### src/rtl/stg_pkg.sv
// Shared game package for the shoot-em-up collision logic.
//   scan_state_t          : collision scan FSM states
//   BOSS_*                : boss hit-box offsets relative to the boss position
//                           (11-bit signed, lower bounds inclusive, upper exclusive)
//   HIT_R2_DEFAULT        : default exclusive squared-distance bullet hit threshold
//   INVULN_FRAMES_DEFAULT : default number of frames collision stays masked after a hit
package stg_pkg;

    typedef enum logic [1:0] {
        IDLE,
        SCAN,
        DRAIN,
        REPORT
    } scan_state_t;

    localparam logic signed [10:0] BOSS_X_LO = 11'sd11;
    localparam logic signed [10:0] BOSS_X_HI = 11'sd12;
    localparam logic signed [10:0] BOSS_Y_LO = 11'sd19;
    localparam logic signed [10:0] BOSS_Y_HI = 11'sd20;

    localparam int unsigned HIT_R2_DEFAULT        = 60;
    localparam int unsigned INVULN_FRAMES_DEFAULT = 90;

endpackage

### src/rtl/dist2_cmp.sv
// Combinational squared-distance comparator between a bullet and the player.
//   ax, ay : player position (10-bit unsigned)
//   bx, by : bullet position (10-bit unsigned)
//   hit    : 1 when dx*dx + dy*dy < HIT_R2
module dist2_cmp
    import stg_pkg::*;
#(
    parameter int unsigned HIT_R2 = HIT_R2_DEFAULT
) (
    input  logic [9:0] ax,
    input  logic [9:0] ay,
    input  logic [9:0] bx,
    input  logic [9:0] by,
    output logic       hit
);

    logic signed [10:0] dx, dy;
    logic signed [10:0] ndx, ndy;
    logic [9:0]         adx, ady;
    logic [20:0]        sqx, sqy;
    logic [21:0]        sum;

    always_comb begin
        dx  = $signed({1'b0, bx}) - $signed({1'b0, ax});
        dy  = $signed({1'b0, by}) - $signed({1'b0, ay});
        ndx = -dx;
        ndy = -dy;
        // Squaring the magnitude keeps the multiplier unsigned; |d| <= 1023 fits 10 bits.
        adx = dx[10] ? ndx[9:0] : dx[9:0];
        ady = dy[10] ? ndy[9:0] : dy[9:0];
        sqx = 21'(adx) * 21'(adx);
        sqy = 21'(ady) * 21'(ady);
        sum = 22'(sqx) + 22'(sqy);
        hit = (sum < 22'(HIT_R2));
    end

endmodule

### src/rtl/collision_scheduler.sv
// Per-frame collision scheduler: scans the bullet table one slot per cycle,
// tests each valid bullet against the player, tests the player against the boss
// hit box, and reports the result with invulnerability masking.
//   clk, rst              : clock, synchronous active-high reset
//   frame_start           : one-cycle pulse starting (or restarting) a scan
//   player_x/y, hecatia_x/y : positions, latched at frame_start
//   rd_en, rd_addr        : bullet-table read strobe and slot address
//   bullet_valid/x/y      : slot data, returned one cycle after rd_en
//   busy                  : scan in progress (SCAN, DRAIN, REPORT)
//   done                  : one-cycle scan-complete pulse
//   collision             : one-cycle unmasked hit pulse (with done)
//   hit_boss, hit_any, hit_idx : scan result, held until the next report
//   invuln                : invulnerability counter nonzero
//   overrun               : one-cycle pulse when frame_start aborts a scan
module collision_scheduler
    import stg_pkg::*;
#(
    parameter int unsigned NUM_BULLETS   = 64,
    parameter int unsigned HIT_R2        = HIT_R2_DEFAULT,
    parameter int unsigned INVULN_FRAMES = INVULN_FRAMES_DEFAULT
) (
    input  logic                           clk,
    input  logic                           rst,
    input  logic                           frame_start,
    input  logic [9:0]                     player_x,
    input  logic [9:0]                     player_y,
    input  logic [9:0]                     hecatia_x,
    input  logic [9:0]                     hecatia_y,
    output logic                           rd_en,
    output logic [$clog2(NUM_BULLETS)-1:0] rd_addr,
    input  logic                           bullet_valid,
    input  logic [9:0]                     bullet_x,
    input  logic [9:0]                     bullet_y,
    output logic                           busy,
    output logic                           done,
    output logic                           collision,
    output logic                           hit_boss,
    output logic                           hit_any,
    output logic [$clog2(NUM_BULLETS)-1:0] hit_idx,
    output logic                           invuln,
    output logic                           overrun
);

    localparam int unsigned ADDR_W = $clog2(NUM_BULLETS);
    localparam int unsigned INV_W  = $clog2(INVULN_FRAMES + 1);
    localparam logic [ADDR_W-1:0] LAST_SLOT = ADDR_W'(NUM_BULLETS - 1);

    scan_state_t state_q, state_d;

    logic [9:0]        px_q, py_q, hx_q, hy_q;
    logic [ADDR_W-1:0] addr_q;
    logic [ADDR_W-1:0] eval_idx_q;
    logic              eval_en_q;
    logic              scan_hit_q;
    logic [ADDR_W-1:0] scan_idx_q;
    logic              hit_boss_q, hit_any_q;
    logic [ADDR_W-1:0] hit_idx_q;
    logic [INV_W-1:0]  inv_cnt_q;
    logic              overrun_q;

    logic              dist_hit;
    logic              slot_hit;
    logic              boss_hit;
    logic signed [10:0] bdx, bdy;

    dist2_cmp #(
        .HIT_R2(HIT_R2)
    ) u_dist2_cmp (
        .ax (px_q),
        .ay (py_q),
        .bx (bullet_x),
        .by (bullet_y),
        .hit(dist_hit)
    );

    // eval_en_q marks data belonging to a slot issued by the current scan, so
    // slots still in flight when a scan is restarted are ignored.
    assign slot_hit = eval_en_q && bullet_valid && dist_hit;

    // Boss box tested on the player-boss difference, which always fits 11-bit
    // signed, so neither bound can wrap near 0 or 1023.
    always_comb begin
        bdx      = $signed({1'b0, px_q}) - $signed({1'b0, hx_q});
        bdy      = $signed({1'b0, py_q}) - $signed({1'b0, hy_q});
        boss_hit = (bdx >= -BOSS_X_LO) && (bdx < BOSS_X_HI) &&
                   (bdy >= -BOSS_Y_LO) && (bdy < BOSS_Y_HI);
    end

    always_ff @(posedge clk) begin
        if (rst) begin
            state_q <= IDLE;
        end else begin
            state_q <= state_d;
        end
    end

    always_comb begin
        state_d   = state_q;
        rd_en     = 1'b0;
        done      = 1'b0;
        collision = 1'b0;

        if (frame_start) begin
            state_d = SCAN;
        end else begin
            case (state_q)
                IDLE:    state_d = IDLE;
                SCAN:    if (addr_q == LAST_SLOT) state_d = DRAIN;
                DRAIN:   state_d = REPORT;
                REPORT:  state_d = IDLE;
                default: state_d = IDLE;
            endcase
        end

        rd_en = (state_q == SCAN);

        // A restart or reset landing on the report cycle suppresses the report.
        if (state_q == REPORT && !frame_start && !rst) begin
            done      = 1'b1;
            collision = (hit_boss_q || hit_any_q) && (inv_cnt_q == '0);
        end
    end

    always_ff @(posedge clk) begin
        if (rst) begin
            px_q       <= '0;
            py_q       <= '0;
            hx_q       <= '0;
            hy_q       <= '0;
            addr_q     <= '0;
            eval_idx_q <= '0;
            eval_en_q  <= 1'b0;
            scan_hit_q <= 1'b0;
            scan_idx_q <= '0;
            hit_boss_q <= 1'b0;
            hit_any_q  <= 1'b0;
            hit_idx_q  <= '0;
            inv_cnt_q  <= '0;
            overrun_q  <= 1'b0;
        end else begin
            overrun_q <= frame_start && busy;

            if (frame_start) begin
                px_q       <= player_x;
                py_q       <= player_y;
                hx_q       <= hecatia_x;
                hy_q       <= hecatia_y;
                addr_q     <= '0;
                eval_en_q  <= 1'b0;
                scan_hit_q <= 1'b0;
                scan_idx_q <= '0;
            end else begin
                eval_en_q  <= rd_en;
                eval_idx_q <= addr_q;
                if (state_q == SCAN) begin
                    addr_q <= addr_q + ADDR_W'(1);
                end
                if (slot_hit && !scan_hit_q) begin
                    scan_hit_q <= 1'b1;
                    scan_idx_q <= eval_idx_q;
                end
                // The last slot is evaluated during DRAIN, so fold it in here.
                if (state_q == DRAIN) begin
                    hit_boss_q <= boss_hit;
                    hit_any_q  <= scan_hit_q || slot_hit;
                    if (scan_hit_q) begin
                        hit_idx_q <= scan_idx_q;
                    end else if (slot_hit) begin
                        hit_idx_q <= eval_idx_q;
                    end else begin
                        hit_idx_q <= '0;
                    end
                end
            end

            if (collision) begin
                inv_cnt_q <= INV_W'(INVULN_FRAMES);
            end else if (done && inv_cnt_q != '0) begin
                inv_cnt_q <= inv_cnt_q - INV_W'(1);
            end
        end
    end

    assign busy     = (state_q != IDLE);
    assign rd_addr  = addr_q;
    assign hit_boss = hit_boss_q;
    assign hit_any  = hit_any_q;
    assign hit_idx  = hit_idx_q;
    assign invuln   = (inv_cnt_q != '0);
    assign overrun  = overrun_q;

endmodule
### config.mk
export PLATFORM = sky130hd
export DESIGN_NAME = collision_scheduler
export DESIGN_NICKNAME = d
export VERILOG_FILES = /design/src/rtl/stg_pkg.sv /design/src/rtl/dist2_cmp.sv /design/src/rtl/collision_scheduler.sv
export SDC_FILE = /design/constraint.sdc
export NUM_CORES = 1
export LEC_CHECK = 0
export CAP_MARGIN = 10
export CORE_MARGIN = 1
export CORE_UTILIZATION = 54
export CTS_BUF_LIST = sky130_fd_sc_hd__clkbuf_16
export CTS_CLUSTER_SIZE = 10
export DETAILED_ROUTE_END_ITERATION = 7
export GPL_TIMING_DRIVEN = 0
export PLACE_DENSITY = 0.73
export SYNTH_ARGS = -nofsm -noshare
export SYNTH_HDL_FRONTEND = slang
export SYNTH_SLANG_ARGS = --single-unit
export TNS_END_PERCENT = 30
### constraint.sdc
create_clock -name clk -period 12.81 [get_ports clk]
set_input_delay 1.281 -clock clk [delete_from_list [all_inputs] [get_ports clk]]
set_output_delay 1.281 -clock clk [all_outputs]
set_load 0.005 [all_outputs]
==> key figures <==
Run status
  • Outcome: finished clean

Setup path
  • Critical path required time: 13020 ps
  • Crit end category: flip-flop
  • Critical path startpoint category: primary input
  • Worst Path Arrival: 11770 ps
  • CP max FO: 10
  • CP max-delay cell: mux2i_1
  • Reg-to-reg startpoint: px_q[0]
  • WS Path Type: primary input to flip-flop
  • Worst stage delay on the critical path: 870 ps
  • Crit path launch: bullet_x[0]

Logic synthesis
  • Post-synthesis async set-or-reset flop share: 0%
  • Top post-synthesis cells by count: inv_1 (246), nor2_1 (164), fa_1 (134), ha_1 (131), dfxtp_1 (78)
  • Net Count, Synth: 1619
  • Mapped Area: 0.01112 mm2
  • Synth top area cells: fa_1 (24%), ha_1 (15%), dfxtp_1 (14%)
  • Adder-cell share of the synthesized area: 38.86%
  • Synth warn: 0
  • Synthesized area per cell: 8.621 um2
  • Biggest area consumer among synthesized cells: fa_1
  • Synthesized flop and latch total: 78
  • Ys flop type: dfxtp_1
  • Simple-Gate Fraction of Synth Area: 15.97%
  • Main combinational cell family by area after synthesis: adder cells
  • Post-synthesis mux area share: 5.446%
  • Most frequent cell after synthesis: inv_1
  • Cell count after synthesis: 1290
  • Sequential element share of the synthesized area: 14.04%
  • Synth Area in XOR/XNOR: 5.637%
  • Compound-gate portion of the synthesized area: 10.61%
  • Top-area cell type share of the netlist area: 24.12%
  • EDFF count, synth: 0
  • Synth cell types: 72

Placed design
  • Port bufs: 83
  • Dpl hpwl: 21160 um
  • Setup slack at placement: 888.4 ps
  • Final Wtd Congestion: 0.8939

STA
  • Max-slew headroom: 32.35%
  • F_max: 0.08652 GHz
  • Total negative setup slack: 0 ps
  • Final hold vios: 0
  • Setup ws final: 1252 ps
  • Final Max Tran Viols: 0
  • Unrepaired setup endpoints after global routing: no
  • Least-Margin Pin Slew: 986.5 ps
  • Final worst path period share: 90.22%
  • Fin crit period: 11560 ps
  • Worst-case clock skew: 8.326 ps
  • Final setup vio count: 0

Finish
  • # diodes: 0
  • Layout area overhead: 13.05%
  • Fillers: 1812
  • Nets: 1713
  • Layout cells sized above 1: 3.528%

Clock network
  • Root Driver: clkbuf_16
  • Clk Latency, worst-skew pair: 340 ps
  • Clk buf depth: 2
  • Clock slew at reported path FFs: 60 ps
  • CTS tree: done
  • Hold-fix buffers at CTS: 0
  • Total CTS buffers: 9
  • # Post-CTS Setup Buffers: 0
  • H-Tree Depth: 3
  • Post-CTS sizing: 0
  • # clock sinks: 78

Drt
  • Remaining DRCs: 0
  • Routed Antenna Nets: 0
  • Drt pass-1 iters: 5
  • Via count: 8879
  • 1st-iter DRT viols: 352
  • Post-Route WL: 24740 um
  • Wirelength per Cell: 14.91 um
  • Vias/cell: 5.352

Floorplanning
  • # IOs: 84
  • Initial cell density of the core: 54.96%
  • Die width: 145.5 um
  • Core Area: 0.02023 mm2
  • Die height: 145.5 um
  • # rows: 52
  • Die footprint: 0.02117 mm2

GRT
  • Pin count of the biggest net entering global routing: 16
  • Gr usage total: 24.44%
  • Global route overflow: 0
  • First-pass GRT wire length: 42030 um
  • Number of global-route vias before repair: 9003
  • Initial antenna violation count: 0

Min path
  • Hold_sp: hx_q[6]
  • Worst min path class: flip-flop to flip-flop

Run
  • Max-cap violations: 0
## metal layers
metal	up-vias	track usage, %	part of all wire [%]
met1	4238	30.83	44
met3	42	2.978	4.5
met2	215	43.10	49
met5	-	0	0
li1	4384	-	-
met4	0	8.684	2.7
## worst max-delay path, delay by kind of cell
family                   cells  cell delay (ps)
adder cells (fa/ha/maj)     10             4470
buffers and inverters       10             1370
multiplexers                 2             1070
AND/OR/NAND/NOR              5             1460
AO/OA/AOI/OAI                8             2120
## worst paths after layout
check / end / depth (start not counted) / slack [ps]
worst min-delay path: hx_q[6] / 2 / 490
worst max-delay path: scan_idx_q[1] / 35 / 1250
worst min register to register: hx_q[6] / 2 / 490
worst max register to register: scan_idx_q[1] / 33 / 2250
## sequential cells by signal, summed over array words and instances (netlist names)
register,cells
hx_q,10
hy_q,10
px_q,10
py_q,10
inv_cnt_q,7
eval_idx_q,6
hit_idx,6
rd_addr,6
scan_idx_q,6
state_q,2
eval_en_q,1
hit_any,1
hit_boss,1
overrun,1
scan_hit_q,1
## cell usage in the layout (no fill, tap or decap), drive strengths merged, types with 9 or more instances in the layout
cell type,n
a21o,12
nor3,28
or3,10
clkbuf,28
o21a,9
nand2,65
clkdlybuf4s50,83
o21ai,35
inv,250
ha,131
xor2,25
or2,14
xnor2,37
nand3,18
o21bai,11
dfxtp,78
nand2b,21
fa,134
buf,9
nor2b,12
a21oi,43
mux2i,56
nor2,167
## per-stage QoR
stage	hold slack (ps)	cells	utilization (%)	cell area [um2]
after floorplan	460.4	1290	-	11120
after global placement	471.6	1643	60.73	12290
after detailed placement	482.5	1643	60.73	12290
after CTS	497.6	1659	62.13	12570
after global routing	519.7	1659	62.13	12570
final	493.7	1659	62.13	12570
## cells by family after synthesis
group,Yosys count
AOI/OAI and AO/OA,173
xor gates and xnor gates,65
adders and majority gates,265
buffers and inverters,276
DFF,78
muxes,60
and+or+nand+nor,373
## final cells by class
cell class	count	area [um2]	share of cell area, %
plain buffers	28	118.9	0.9455
flip-flops and latches	78	1562	12.42
well taps	270	337.8	2.687
clock buffers	9	225.2	1.791
inverters	248	930.9	7.404
clock inverters	7	57.56	0.4578
multi-input cells	936	8509	67.68
repair buffers	83	830.8	6.608
Power is left out: the tool's default activity adds up to more than one toggle a clock period on the data nets, which glitch-free logic cannot reach.
==> variant (same flow settings) <==
Register the output `invuln`; this adds one clock of latency there. The other outputs are not delayed to match.
--- a/src/rtl/collision_scheduler.sv
+++ b/src/rtl/collision_scheduler.sv
@@ -186,7 +186,9 @@
     assign hit_boss = hit_boss_q;
     assign hit_any  = hit_any_q;
     assign hit_idx  = hit_idx_q;
-    assign invuln   = (inv_cnt_q != '0);
+    always_ff @(posedge clk) begin
+        invuln <= (inv_cnt_q != '0);
+    end
     assign overrun  = overrun_q;
 
 endmodule
Formal check against the unedited RTL: same outputs for any inputs over 10 cycles, from zero or initial values and one cycle with rst high; that may be too few to reach the edited logic, so the function may still have changed.
==> variant against the original RTL <==
  * Setup slack better by 0.00059 ns
  * Critical path type unchanged
  * Area after synthesis is 0.91% higher
  * Sequential share of layout area hardly changed
  * Worst hold slack worse by 0.034 ns
  * Sequential cell count is 1 higher
  * Die area is 0.90% higher
  * Count of clock-buffer cells in the layout stayed put
  * Fmax hardly changed
  * Final area is 1.3% higher
  * Clock skew is 0.0020 ns lower
  * Wire length is 2.0% higher
Power is not shown: default switching activity piles up to over one toggle a cycle in this logic, so the estimate is an artifact.
==> variant: results (changes against the original RTL) <==
Run status
  • Status: completed

Layout
  • Signal buf overhead: 0.07417 (-0.001365)
  • Clock network area share: 0.02711 (+0.004623)
  • Multi-In Gates: 952 (+1.7%)
  • Seq. cell area: 0.001582 sq mm (+1.3%)
  • Bufs w/o clock: 113 (+1.8%)
  • Layout fillers: 1803 (-0.50%)
  • Share of layout cells above drive strength 1: 0.03551 (+0.0002342)
  • Multi-input logic area: 0.008596 sq mm (+1.0%)

Route
  • Vias: 8917 (+0.43%)
  • Wl on met1: 11.12 mm (+3.0%)
  • Met3 wire length: 746 um (-33%)
  • Routed wire length on met2: 12.99 mm (+6.8%)
  • Total wire length: 25.22 mm (+2.0%)

Synthesis
  • Net Count, Synth: 1638 (+1.2%)
  • Largest cells by area after synthesis: fa_1, ha_1, dfxtp_1
  • Post-synthesis adder-cell area fraction: 0.3851 (-0.003510)
  • Synth Area per Inst: 8.573 sq um (-0.55%)
  • Area fraction in compound gates after synthesis: 0.1016 (-0.004526)
  • Cell variety after synth: 74 (+2.8%)

Placed design
  • DP Area: 0.01239 sq mm (+0.82%)
  • Gpl congestion: 0.9077 (+1.5%)

Global route
  • Global-route wire length before repair: 42.93 mm (+2.1%)
  • Pin count of the biggest net entering global routing: 15 (-1)
  • Met3 Track Usage GR: 0.02063 (-0.009156)
  • Met1 Use GR: 0.3064 (-0.001898)

Setup path
  • Crit Reg-Reg Endpoint: hit_idx[4]$_SDFFE_PP0P_

Timing
  • Clock Skew: 0.006280 ns (-0.002046 ns)

Min path
  • Hold worst-path end: scan_idx_q[4]$_SDFFE_PP0P_
  • HP Start: scan_idx_q[4]$_SDFFE_PP0P_
-- variant: cell types whose count changed after synthesis, sizes merged, moves of 4 or more --
cell	change
a221oi	-5
nand2	+11
and2	+5
o21bai	-5
nand3b	-4
nand4bb	+4
nand2b	+10
nor4	+4
nand3	-5
-- variant: how the worst max path moves through the flow --
stage / startpoint / endpoint / slack [ns]
6_report: bullet_x[0] / hit_idx[4]$_SDFFE_PP0P_ / 1.25
2_1_floorplan: bullet_x[0] / hit_idx[4]$_SDFFE_PP0P_ / 2.63
5_1_grt: bullet_x[0] / hit_idx[4]$_SDFFE_PP0P_ / 0.55
3_5_place_dp: bullet_x[0] / hit_idx[4]$_SDFFE_PP0P_ / 0.86
3_3_place_gp: bullet_x[0] / hit_idx[4]$_SDFFE_PP0P_ / 0.89
4_1_cts: bullet_x[0] / hit_idx[4]$_SDFFE_PP0P_ / 1.19
